<file path="src/rtl/alu_pkg.sv">
// -----------------------------------------------------------------------------
// alu_pkg
// Shared definitions for the sequenced ALU front-end (alu_seq) and its latency
// counter (alu_lat_cnt).
//   - Opcode constants ALU_OP_AND (0) .. ALU_OP_DIV (14), ALU_OP_LAST = 14
//   - LAT_WIDTH : width of the EXEC latency counter (latencies 1..15)
//   - alu_state_t : IDLE / EXEC / RESP sequencer states
//   - lat_clip() : folds a configured cycle count into the legal 1..15 range
// -----------------------------------------------------------------------------
package alu_pkg;

    localparam int unsigned ALU_OP_AND  = 0;
    localparam int unsigned ALU_OP_OR   = 1;
    localparam int unsigned ALU_OP_XOR  = 2;
    localparam int unsigned ALU_OP_NOR  = 3;
    localparam int unsigned ALU_OP_NOT  = 4;
    localparam int unsigned ALU_OP_SLL  = 5;
    localparam int unsigned ALU_OP_SRL  = 6;
    localparam int unsigned ALU_OP_SRA  = 7;
    localparam int unsigned ALU_OP_ANDN = 8;
    localparam int unsigned ALU_OP_ORN  = 9;
    localparam int unsigned ALU_OP_SLT  = 10;
    localparam int unsigned ALU_OP_ADD  = 11;
    localparam int unsigned ALU_OP_SUB  = 12;
    localparam int unsigned ALU_OP_MUL  = 13;
    localparam int unsigned ALU_OP_DIV  = 14;
    localparam int unsigned ALU_OP_LAST = 14;

    localparam int unsigned LAT_WIDTH = 4;

    typedef enum logic [1:0] {
        ST_IDLE = 2'd0,
        ST_EXEC = 2'd1,
        ST_RESP = 2'd2
    } alu_state_t;

    // A zero latency would never raise the last flag, so out-of-range
    // configurations are folded into 1..15 rather than hanging the sequencer.
    function automatic logic [LAT_WIDTH-1:0] lat_clip(input int unsigned cycles);
        logic [LAT_WIDTH-1:0] res;
        if (cycles < 32'd1) begin
            res = 4'd1;
        end else if (cycles > 32'd15) begin
            res = 4'd15;
        end else begin
            res = LAT_WIDTH'(cycles);
        end
        return res;
    endfunction

endpackage

</file>
<file path="src/rtl/alu_lat_cnt.sv">
// -----------------------------------------------------------------------------
// alu_lat_cnt
// EXEC-phase latency down-counter.
// Ports:
//   clk, rst_n : clock, asynchronous active-low reset (count cleared to 0)
//   load       : load load_val (has priority over dec)
//   load_val   : number of EXEC cycles for the accepted operation
//   dec        : decrement by one (saturates at 0)
//   last       : count == 1, i.e. the current EXEC cycle is the final one
// -----------------------------------------------------------------------------
module alu_lat_cnt
    import alu_pkg::*;
(
    input  logic                 clk,
    input  logic                 rst_n,
    input  logic                 load,
    input  logic [LAT_WIDTH-1:0] load_val,
    input  logic                 dec,
    output logic                 last
);

    localparam logic [LAT_WIDTH-1:0] CNT_ZERO = {LAT_WIDTH{1'b0}};
    localparam logic [LAT_WIDTH-1:0] CNT_ONE  = {{(LAT_WIDTH-1){1'b0}}, 1'b1};

    logic [LAT_WIDTH-1:0] cnt_r;

    // Counter register: load wins over decrement, decrement stops at zero.
    always_ff @(posedge clk or negedge rst_n) begin
        if (!rst_n) begin
            cnt_r <= CNT_ZERO;
        end else if (load) begin
            cnt_r <= load_val;
        end else if (dec && (cnt_r != CNT_ZERO)) begin
            cnt_r <= cnt_r - CNT_ONE;
        end else begin
            cnt_r <= cnt_r;
        end
    end

    assign last = (cnt_r == CNT_ONE);

endmodule

</file>
<file path="src/rtl/alu_seq.sv">
// -----------------------------------------------------------------------------
// alu_seq
// Sequences single requests through an external combinational/multi-cycle ALU:
// accept in IDLE, hold operands on alu_* for the op's EXEC latency, capture the
// ALU result halves, then present them until the consumer takes them.
// Optional feature macro: ALU_SEQ_DIV0_TRAP_EN -- when defined, DIV (op 14)
// with req_b == 0 is trapped: one EXEC cycle, zero result, rsp_wide=1,
// rsp_err=1. When undefined, DIV by zero runs DIV_CYCLES and passes the ALU
// output through with rsp_err=0.
// Ports:
//   clk, rst_n                  : clock, asynchronous active-low reset
//   req_valid/req_ready         : request handshake (ready only in IDLE)
//   req_op, req_a, req_b        : select code and operands
//   alu_a, alu_b, alu_sel       : operands/select held for the external ALU
//   alu_zhigh, alu_zlow         : external ALU result halves
//   rsp_valid/rsp_ready         : response handshake
//   rsp_zhigh, rsp_zlow         : captured result
//   rsp_wide                    : result is a HI/LO pair (MUL, DIV)
//   rsp_err                     : illegal op (op > 14) or divide-by-zero trap
//   busy                        : sequencer not in IDLE
// -----------------------------------------------------------------------------
module alu_seq
    import alu_pkg::*;
#(
    parameter int unsigned DATA_WIDTH = 32,
    parameter int unsigned SEL_WIDTH  = 16,
    parameter int unsigned MUL_CYCLES = 4,
    parameter int unsigned DIV_CYCLES = 8
) (
    input  logic                  clk,
    input  logic                  rst_n,
    input  logic                  req_valid,
    output logic                  req_ready,
    input  logic [SEL_WIDTH-1:0]  req_op,
    input  logic [DATA_WIDTH-1:0] req_a,
    input  logic [DATA_WIDTH-1:0] req_b,
    output logic [DATA_WIDTH-1:0] alu_a,
    output logic [DATA_WIDTH-1:0] alu_b,
    output logic [SEL_WIDTH-1:0]  alu_sel,
    input  logic [DATA_WIDTH-1:0] alu_zhigh,
    input  logic [DATA_WIDTH-1:0] alu_zlow,
    output logic                  rsp_valid,
    input  logic                  rsp_ready,
    output logic [DATA_WIDTH-1:0] rsp_zhigh,
    output logic [DATA_WIDTH-1:0] rsp_zlow,
    output logic                  rsp_wide,
    output logic                  rsp_err,
    output logic                  busy
);

    localparam logic [SEL_WIDTH-1:0]  OP_LAST_C = SEL_WIDTH'(ALU_OP_LAST);
    localparam logic [SEL_WIDTH-1:0]  OP_MUL_C  = SEL_WIDTH'(ALU_OP_MUL);
    localparam logic [SEL_WIDTH-1:0]  OP_DIV_C  = SEL_WIDTH'(ALU_OP_DIV);
    localparam logic [LAT_WIDTH-1:0]  LAT_ONE_C = {{(LAT_WIDTH-1){1'b0}}, 1'b1};
    localparam logic [LAT_WIDTH-1:0]  MUL_LAT_C = lat_clip(MUL_CYCLES);
    localparam logic [LAT_WIDTH-1:0]  DIV_LAT_C = lat_clip(DIV_CYCLES);
    localparam logic [DATA_WIDTH-1:0] ZERO_C    = {DATA_WIDTH{1'b0}};

    alu_state_t            state_r;
    alu_state_t            state_s;
    logic                  load_s;
    logic                  dec_s;
    logic                  cnt_last_s;
    logic                  finish_s;
    logic                  consume_s;
    logic [LAT_WIDTH-1:0]  lat_s;
    logic                  err_s;
    logic                  wide_s;

    logic                  err_pend_r;
    logic                  wide_pend_r;
    logic [DATA_WIDTH-1:0] alu_a_r;
    logic [DATA_WIDTH-1:0] alu_b_r;
    logic [SEL_WIDTH-1:0]  alu_sel_r;
    logic                  rsp_valid_r;
    logic [DATA_WIDTH-1:0] rsp_zhigh_r;
    logic [DATA_WIDTH-1:0] rsp_zlow_r;
    logic                  rsp_wide_r;
    logic                  rsp_err_r;
    logic                  busy_r;
    logic                  req_ready_r;

    // Request classification: EXEC latency and the flags the response will carry.
    always_comb begin
        lat_s  = LAT_ONE_C;
        err_s  = 1'b0;
        wide_s = 1'b0;
        if (req_op > OP_LAST_C) begin
            lat_s = LAT_ONE_C;
            err_s = 1'b1;
        end else if (req_op == OP_MUL_C) begin
            lat_s  = MUL_LAT_C;
            wide_s = 1'b1;
        end else if (req_op == OP_DIV_C) begin
            wide_s = 1'b1;
`ifdef ALU_SEQ_DIV0_TRAP_EN
            if (req_b == ZERO_C) begin
                lat_s = LAT_ONE_C;
                err_s = 1'b1;
            end else begin
                lat_s = DIV_LAT_C;
                err_s = 1'b0;
            end
`else
            lat_s = DIV_LAT_C;
`endif
        end else begin
            lat_s = LAT_ONE_C;
        end
    end

    // Sequencer state register.
    always_ff @(posedge clk or negedge rst_n) begin
        if (!rst_n) begin
            state_r <= ST_IDLE;
        end else begin
            state_r <= state_s;
        end
    end

    // Next-state and control strobes. Acceptance uses the registered ready so
    // nothing is taken on the first edge after reset release, when ready is
    // still low.
    always_comb begin
        state_s = state_r;
        load_s  = 1'b0;
        dec_s   = 1'b0;
        case (state_r)
            ST_IDLE: begin
                if (req_valid && req_ready_r) begin
                    state_s = ST_EXEC;
                    load_s  = 1'b1;
                end else begin
                    state_s = ST_IDLE;
                end
            end
            ST_EXEC: begin
                dec_s = 1'b1;
                if (cnt_last_s) begin
                    state_s = ST_RESP;
                end else begin
                    state_s = ST_EXEC;
                end
            end
            ST_RESP: begin
                if (rsp_ready) begin
                    state_s = ST_IDLE;
                end else begin
                    state_s = ST_RESP;
                end
            end
            default: begin
                state_s = ST_IDLE;
            end
        endcase
    end

    assign finish_s  = dec_s && cnt_last_s;
    assign consume_s = (state_r == ST_RESP) && rsp_ready;

    alu_lat_cnt u_lat_cnt (
        .clk      (clk),
        .rst_n    (rst_n),
        .load     (load_s),
        .load_val (lat_s),
        .dec      (dec_s),
        .last     (cnt_last_s)
    );

    // Operand/select capture at accept and result capture on the last EXEC
    // cycle; a trapped or illegal op returns zeros instead of the ALU output.
    always_ff @(posedge clk or negedge rst_n) begin
        if (!rst_n) begin
            alu_a_r     <= ZERO_C;
            alu_b_r     <= ZERO_C;
            alu_sel_r   <= {SEL_WIDTH{1'b0}};
            err_pend_r  <= 1'b0;
            wide_pend_r <= 1'b0;
            rsp_valid_r <= 1'b0;
            rsp_zhigh_r <= ZERO_C;
            rsp_zlow_r  <= ZERO_C;
            rsp_wide_r  <= 1'b0;
            rsp_err_r   <= 1'b0;
        end else begin
            if (load_s) begin
                alu_a_r     <= req_a;
                alu_b_r     <= req_b;
                alu_sel_r   <= req_op;
                err_pend_r  <= err_s;
                wide_pend_r <= wide_s;
            end
            if (finish_s) begin
                rsp_valid_r <= 1'b1;
                rsp_zhigh_r <= err_pend_r ? ZERO_C : alu_zhigh;
                rsp_zlow_r  <= err_pend_r ? ZERO_C : alu_zlow;
                rsp_wide_r  <= wide_pend_r;
                rsp_err_r   <= err_pend_r;
            end else if (consume_s) begin
                rsp_valid_r <= 1'b0;
            end
        end
    end

    // Status outputs registered from the next state so they line up with it.
    always_ff @(posedge clk or negedge rst_n) begin
        if (!rst_n) begin
            busy_r      <= 1'b0;
            req_ready_r <= 1'b0;
        end else begin
            busy_r      <= (state_s != ST_IDLE);
            req_ready_r <= (state_s == ST_IDLE);
        end
    end

    assign req_ready = req_ready_r;
    assign alu_a     = alu_a_r;
    assign alu_b     = alu_b_r;
    assign alu_sel   = alu_sel_r;
    assign rsp_valid = rsp_valid_r;
    assign rsp_zhigh = rsp_zhigh_r;
    assign rsp_zlow  = rsp_zlow_r;
    assign rsp_wide  = rsp_wide_r;
    assign rsp_err   = rsp_err_r;
    assign busy      = busy_r;

endmodule

</file>
<file path="config.mk">
export PLATFORM = sky130hd
export DESIGN_NAME = alu_seq
export DESIGN_NICKNAME = d
export VERILOG_FILES = /design/src/rtl/alu_pkg.sv /design/src/rtl/alu_lat_cnt.sv /design/src/rtl/alu_seq.sv
export SDC_FILE = /design/constraint.sdc
export NUM_CORES = 1
export LEC_CHECK = 0
export CAP_MARGIN = 15
export CORE_MARGIN = 2
export CORE_UTILIZATION = 35
export CTS_CLUSTER_SIZE = 28
export DETAILED_ROUTE_END_ITERATION = 12
export PLACE_DENSITY = 0.7
export SETUP_SLACK_MARGIN = 0.2
export SLEW_MARGIN = 15
export SYNTH_ARGS = -nofsm -noshare
export SYNTH_HDL_FRONTEND = slang
export SYNTH_SLANG_ARGS = --single-unit
</file>
<file path="constraint.sdc">
create_clock -name clk -period 4.05 [get_ports clk]
set_clock_uncertainty 0.15 [all_clocks]
set_input_delay 0.81 -clock clk [delete_from_list [all_inputs] [get_ports clk]]
set_output_delay 0.81 -clock clk [all_outputs]
set_load 0.03 [all_outputs]
</file>
* Word level (Yosys, flattened, before mapping)
Cells that the tools add are included.
** Storage, ports and cells
- Register bits :: 157
- Input port bits :: 148
- Output and inout bits :: 149
- Word-level logic and storage cells :: 51
** Operators by class
- Add/subtract/negate cells :: 1
- Order comparisons :: 1
- Equal/unequal tests :: 5
- Muxes and demuxes :: 20
- Reductions and logical operators :: 10
** Operators with widths (count)
- 32-bit two-way mux :: 2
- 16-bit by 4-bit equality test with 1-bit output (second input constant) :: 2
- 4-bit two-way mux :: 5
- 16-bit by 4-bit greater-than comparator with 1-bit output (second input constant) :: 1
- 1-bit two-way mux :: 10
- 2-bit case mux with 3 select lines :: 1
- 2-bit nonzero test :: 3
- 4-bit by 1-bit equality test with 1-bit output (second input constant) :: 1
- 1-bit logical AND :: 4
- 2-bit logical NOT :: 2
- 2-bit two-way mux :: 2
- 4-bit nonzero test :: 1
- 4-bit by 1-bit subtractor with 4-bit output (second input constant) :: 1
- 2-bit by 1-bit equality test with 1-bit output (second input constant) :: 1
- 2-bit equality test (second input constant) :: 1

* Longest topological paths before layout
- Depth in word-level cells :: 5
- Mapped depth :: 7
- Mapped depth without buffers :: 5

* By module
From an unflattened synthesis, not the netlist that was laid out.
** Second synthesis, totals
- Cell total of the unflattened synthesis :: 519
- Area total of the unflattened synthesis :: 6317.3 sq um
** Modules (own cells, without submodules)
- alu_seq :: instances 1, cells an instance 490, area each 6034.5 sq um, seq. area each 3828.7 sq um
- alu_lat_cnt :: instances 1, cells an instance 29, area each 282.8 sq um, seq. area each 100.1 sq um

* Least setup slack after synthesis
Ideal clock, no wire load.
- Path kind :: input -> register
- Start point :: in req_op[5]
- End point :: reg u_lat_cnt.cnt_r[0]
- Setup time :: 121 ps
- Arrival :: 1573 ps
- Required time :: 3779 ps
- Slack :: 2206 ps
- Stages on the path :: 4
- Buffers on the path :: 0
- Cells stage by stage :: nor4_1 -> and3_1 -> o2111ai_1 -> a22o_1
** Between the ends
- Word-level cells in the longest chain between the ends :: 5
- Elaborated cells on any way between the ends :: 7
- Those cells by class :: 1 x order compare; 2 x eq/ne; 4 x mux
** RTL lines
- from (decl) :: line alu_seq.sv:34 : input logic [SEL_WIDTH-1:0] req_op,
- branches (longest 3 deep; another with 16-bit by 4-bit greater-than comparator with 1-bit output)
- 4-bit two-way mux * :: line alu_seq.sv:88 : if (req_op > OP_LAST_C) begin
- 4-bit two-way mux * :: line alu_lat_cnt.sv:31 : end else if (load) begin
- to (signal assigned) :: line alu_lat_cnt.sv:32 : cnt_r <= load_val;
- to (signal assigned) :: line alu_lat_cnt.sv:34 : cnt_r <= cnt_r - CNT_ONE;
- to (signal assigned) :: line alu_lat_cnt.sv:36 : cnt_r <= cnt_r;
- to (decl) :: line alu_lat_cnt.sv:25 : logic [LAT_WIDTH-1:0] cnt_r;
Mark *: on every way between the ends.
A chain may end at the register's enable or synchronous reset.

* Worst setup path in the final report
- Start point :: reg req_ready_r, in the netlist req_ready
- End point :: out req_ready
** RTL lines
- from (decl) :: line alu_seq.sv:81 : logic req_ready_r;
- from (signal assigned) :: line alu_seq.sv:211 : req_ready_r <= (state_s == ST_IDLE);
- to (decl) :: line alu_seq.sv:33 : output logic req_ready,
No word-level cell between the ends.

==> metrics list <==
- Via count normalized by instance count: ~4.5
- Number of synthesized flops with an enable pin: 0
* Largest fanout on the critical path: 3
- Number of antenna diodes: 0
- Worst path max stage delay: 0.73 ns
* Number of hold-repair buffers added at the cts stage: 0
- Final Wtd Congestion: 0.813
- Clock tree synthesis inserted a total of 17 buffers.
- Wire length of the first global-routing pass: 28300 um
* Leading area contributor after synthesis: sky130_fd_sc_hd__dfrtp_1
- Total wire length: 17500 um
- Of all flip-flops after synthesis, the portion carrying an async set or reset was 100%.
- Worst vdd rail ir drop: 0.000432 V
* Sequential standard cell area: between 0.003 and 0.004 mm^2
- Minimum setup slack among reg-to-reg paths: 1.76 ns
* Maximum count of clock buffers along a single path: 2
* Number of max-cap violations: 0
* Area added between synthesis and finish: 59.7%
* Pwr dens: between 800 and 900 mW/mm^2
* Maximum operating frequency: 0.393 GHz
- Buffers added to address setup during post-CTS repair amount to 0.
- The most common cell in the synthesized netlist is sky130_fd_sc_hd__nand2_1.
* Horiz. Die Dim: 138 um
* Remaining Overflow, GRT: 0
- Initial cell density of the core: 35.4%
* Actual slew at the worst max-slew pin: 0.829 ns
* Number of core rows: 49
* Register bit count reported by yosys: 157
* Leakage component of the power: 4.48 nW
- Number of antenna violations at the first check in global routing: 0
- Kind of end point of the critical path: primary output
- Yosys warnings: 0
- In the post-synthesis netlist, the biggest area contributors are sky130_fd_sc_hd__dfrtp_1, sky130_fd_sc_hd__nand2_1, sky130_fd_sc_hd__nand2b_1, sky130_fd_sc_hd__o21ai_1, sky130_fd_sc_hd__clkbuf_1.
* TritonCTS clock tree: done
- Crit path max-delay family: buffers and inverters
- Data on the critical path arrives at its endpoint at 1.59 ns.
- H-tree depth: 4
- Counting the fill cells in the layout gives 1555.
* Post-place instance area: between 0.009 and 0.01 mm^2
- The most used flip-flop cell after synthesis is sky130_fd_sc_hd__dfrtp_1.
* Minimum clock period: between 2 and 3 ns
- Post-synth net total: 831
* Largest net degree at the start of global routing: 89
- The mapped netlist covers 0.00631 mm^2.
* Root buffer selected by CTS: sky130_fd_sc_hd__clkbuf_16
- Global routing usage summed across all routing layers: 18.4%
- Std-Cell Core Area: 0.0178 mm^2
- Number of nets in the layout: 1114
- Mean instance size in the synthesized netlist: ~9.3 um^2
* Cell count after synthesis: 681
- Final non-filler cell area: 0.0101 mm^2
- The flow ran to the end, and the final reports show no timing, DRC or antenna violations.
- Clock transition at the register clock pins on the worst setup and hold paths after CTS: 0.06 ns
- Sort of element at the start of the critical path: register
- The number of gates resized after CTS was 0.
- Final count of pins violating max slew: 0
- Die Ht: about 140 um
- Number of violations reported at the end of detailed-routing iteration 0: 192
- The number of failing hold endpoints at the final stage is 0.
- In the final layout, the multi-input gates occupy 0.00220 mm^2.
- Post-route antenna net violation count: 0
* Path depth of the worst reg2reg path: 5
- Total Negative Setup Slacks: 0 ns
* Fraction of the cycle the final worst path needs: 62.9%
- Before antenna repair, the detailed router went through 4 iterations.
* I/O pins: 297
- Classification of the worst-slack hold path: in2async
- Vias: 5428
- Across all hold checks on the routed design, the worst slack comes to 0.319 ns.
* Proportion of synthesized chip area in sequential cells: approximately 62%
- By startpoint and endpoint, the worst setup path is classified as reg2out.
* Per-cell routed wire length: around 14 um
- Number of global-route vias before repair: 5357
- In this run the critical register-to-register path is launched from state_r[1].
- Worst slew margin relative to its limit: 44.7%
- Setup repair after global routing left no endpoint under its margin.
- The worst register-to-register path ends at rsp_zlow[12].
* Worst endpoint required time: 3.09 ns
- The floorplan step defined a die boundary enclosing 0.0191 mm^2.
- Critical path's slowest cell: sky130_fd_sc_hd__clkdlybuf4s50_1
- The clock net in this run drives a total of 157 sinks.
- Traced cell by cell, the critical path runs through clkdlybuf4s50_1.
- Distinct cells, synth: 36
* Number of buffers added on ports: 296
- Number of design rule violations left after detail routing: 0
- Layout cells sized above 1: under 10%
- # setup viols final: 0
- Worst Path Buf+Inv: 1
- Most common library cells after synthesis: sky130_fd_sc_hd__nand2_1, sky130_fd_sc_hd__dfrtp_1, sky130_fd_sc_hd__o21ai_1
- Clock Latency Late Sink: ~0.4 ns
- Fraction of post-synthesis cell area in the top cell type by area: 62.2%
- Final HPWL DP: 12300 um
-- state kept, by name, summed over array words and instances, names as in the netlist --
register         flops
alu_a               32
alu_b               32
rsp_zhigh           32
rsp_zlow            32
alu_sel             16
u_lat_cnt.cnt_r      4
state_r              2
busy                 1
err_pend_r           1
req_ready            1
rsp_err              1
rsp_valid            1
rsp_wide             1
wide_pend_r          1
-- through the flow --
stage | total power, mW | setup WS, ns | util (%) | std cells
floorplan | 4.77 | 2.21 | - | 681
global placement | 6.47 | 1.29 | 53.1 | 1174
detailed placement | 6.52 | 1.26 | 53.1 | 1174
CTS | 8.21 | 1.47 | 56.5 | 1206
global route | 8.59 | 1.43 | 56.5 | 1206
finish | 8.11 | 1.50 | 56.5 | 1206
-- cells in the final DEF (no fill, tap or decap), types with 2 or more instances in the layout --
cell type                           n
sky130_fd_sc_hd__nand3_4            2
sky130_fd_sc_hd__inv_1              4
sky130_fd_sc_hd__o21ai_1           66
sky130_fd_sc_hd__dfrtp_1          157
sky130_fd_sc_hd__buf_4              5
sky130_fd_sc_hd__a31oi_1            2
sky130_fd_sc_hd__clkbuf_16         17
sky130_fd_sc_hd__nand2_1          308
sky130_fd_sc_hd__a21oi_1            3
sky130_fd_sc_hd__inv_6              3
sky130_fd_sc_hd__nor2b_1            2
sky130_fd_sc_hd__ha_1               2
sky130_fd_sc_hd__nor4_1             3
sky130_fd_sc_hd__nand4_1            2
sky130_fd_sc_hd__nor3_1             3
sky130_fd_sc_hd__clkinv_4           2
sky130_fd_sc_hd__clkbuf_1           2
sky130_fd_sc_hd__clkinvlp_4         3
sky130_fd_sc_hd__nand3_1            3
sky130_fd_sc_hd__clkdlybuf4s50_1  295
sky130_fd_sc_hd__bufinv_16          3
sky130_fd_sc_hd__nand2b_1          65
sky130_fd_sc_hd__buf_12             2
sky130_fd_sc_hd__nor2_1             4
-- cell families after synthesis --
family          synth area share, %
compound gates                 6.52
fa+ha+maj                     0.396
buf+inv                        3.29
flops                          62.2
mux                           0.178
simple gates                   27.4
-- power by group --
part / internal, mW / switching [mW] / total (mW)
Sequential: 2.22 / 0.360 / 2.58
Combinational: 1.54 / 2.34 / 3.88
Clock: 0.994 / 0.655 / 1.65
-- metal layers --
metal	GRT usage, %	vias to the layer above	wire, um
met4	5.64	0	324
met3	6.20	21	1350
met1	23.6	2500	7630
li1	-	2702	-
met5	0	-	0
met2	29.6	205	8170
-- cell type report --
type / instances / area share (%)
clock inverters: 12 / 1.60
repair buffers: 303 / 30.2
multi-input cells: 481 / 21.8
clock buffers: 20 / 4.43
flip-flops and latches: 157 / 39.0
inverters: 4 / 0.149
well taps: 229 / 2.84
-- worst max-delay path by stage --
stage | startpoint | endpoint | cells past startpoint
global placement | req_valid | u_lat_cnt.cnt_r[0] | 4
CTS | req_ready | req_ready | 1
global route | req_ready | req_ready | 1
floorplan | req_op[5] | u_lat_cnt.cnt_r[0] | 4
finish | req_ready | req_ready | 1
detailed placement | req_valid | u_lat_cnt.cnt_r[0] | 4
Note: power is estimated with default switching activity, not from simulation.
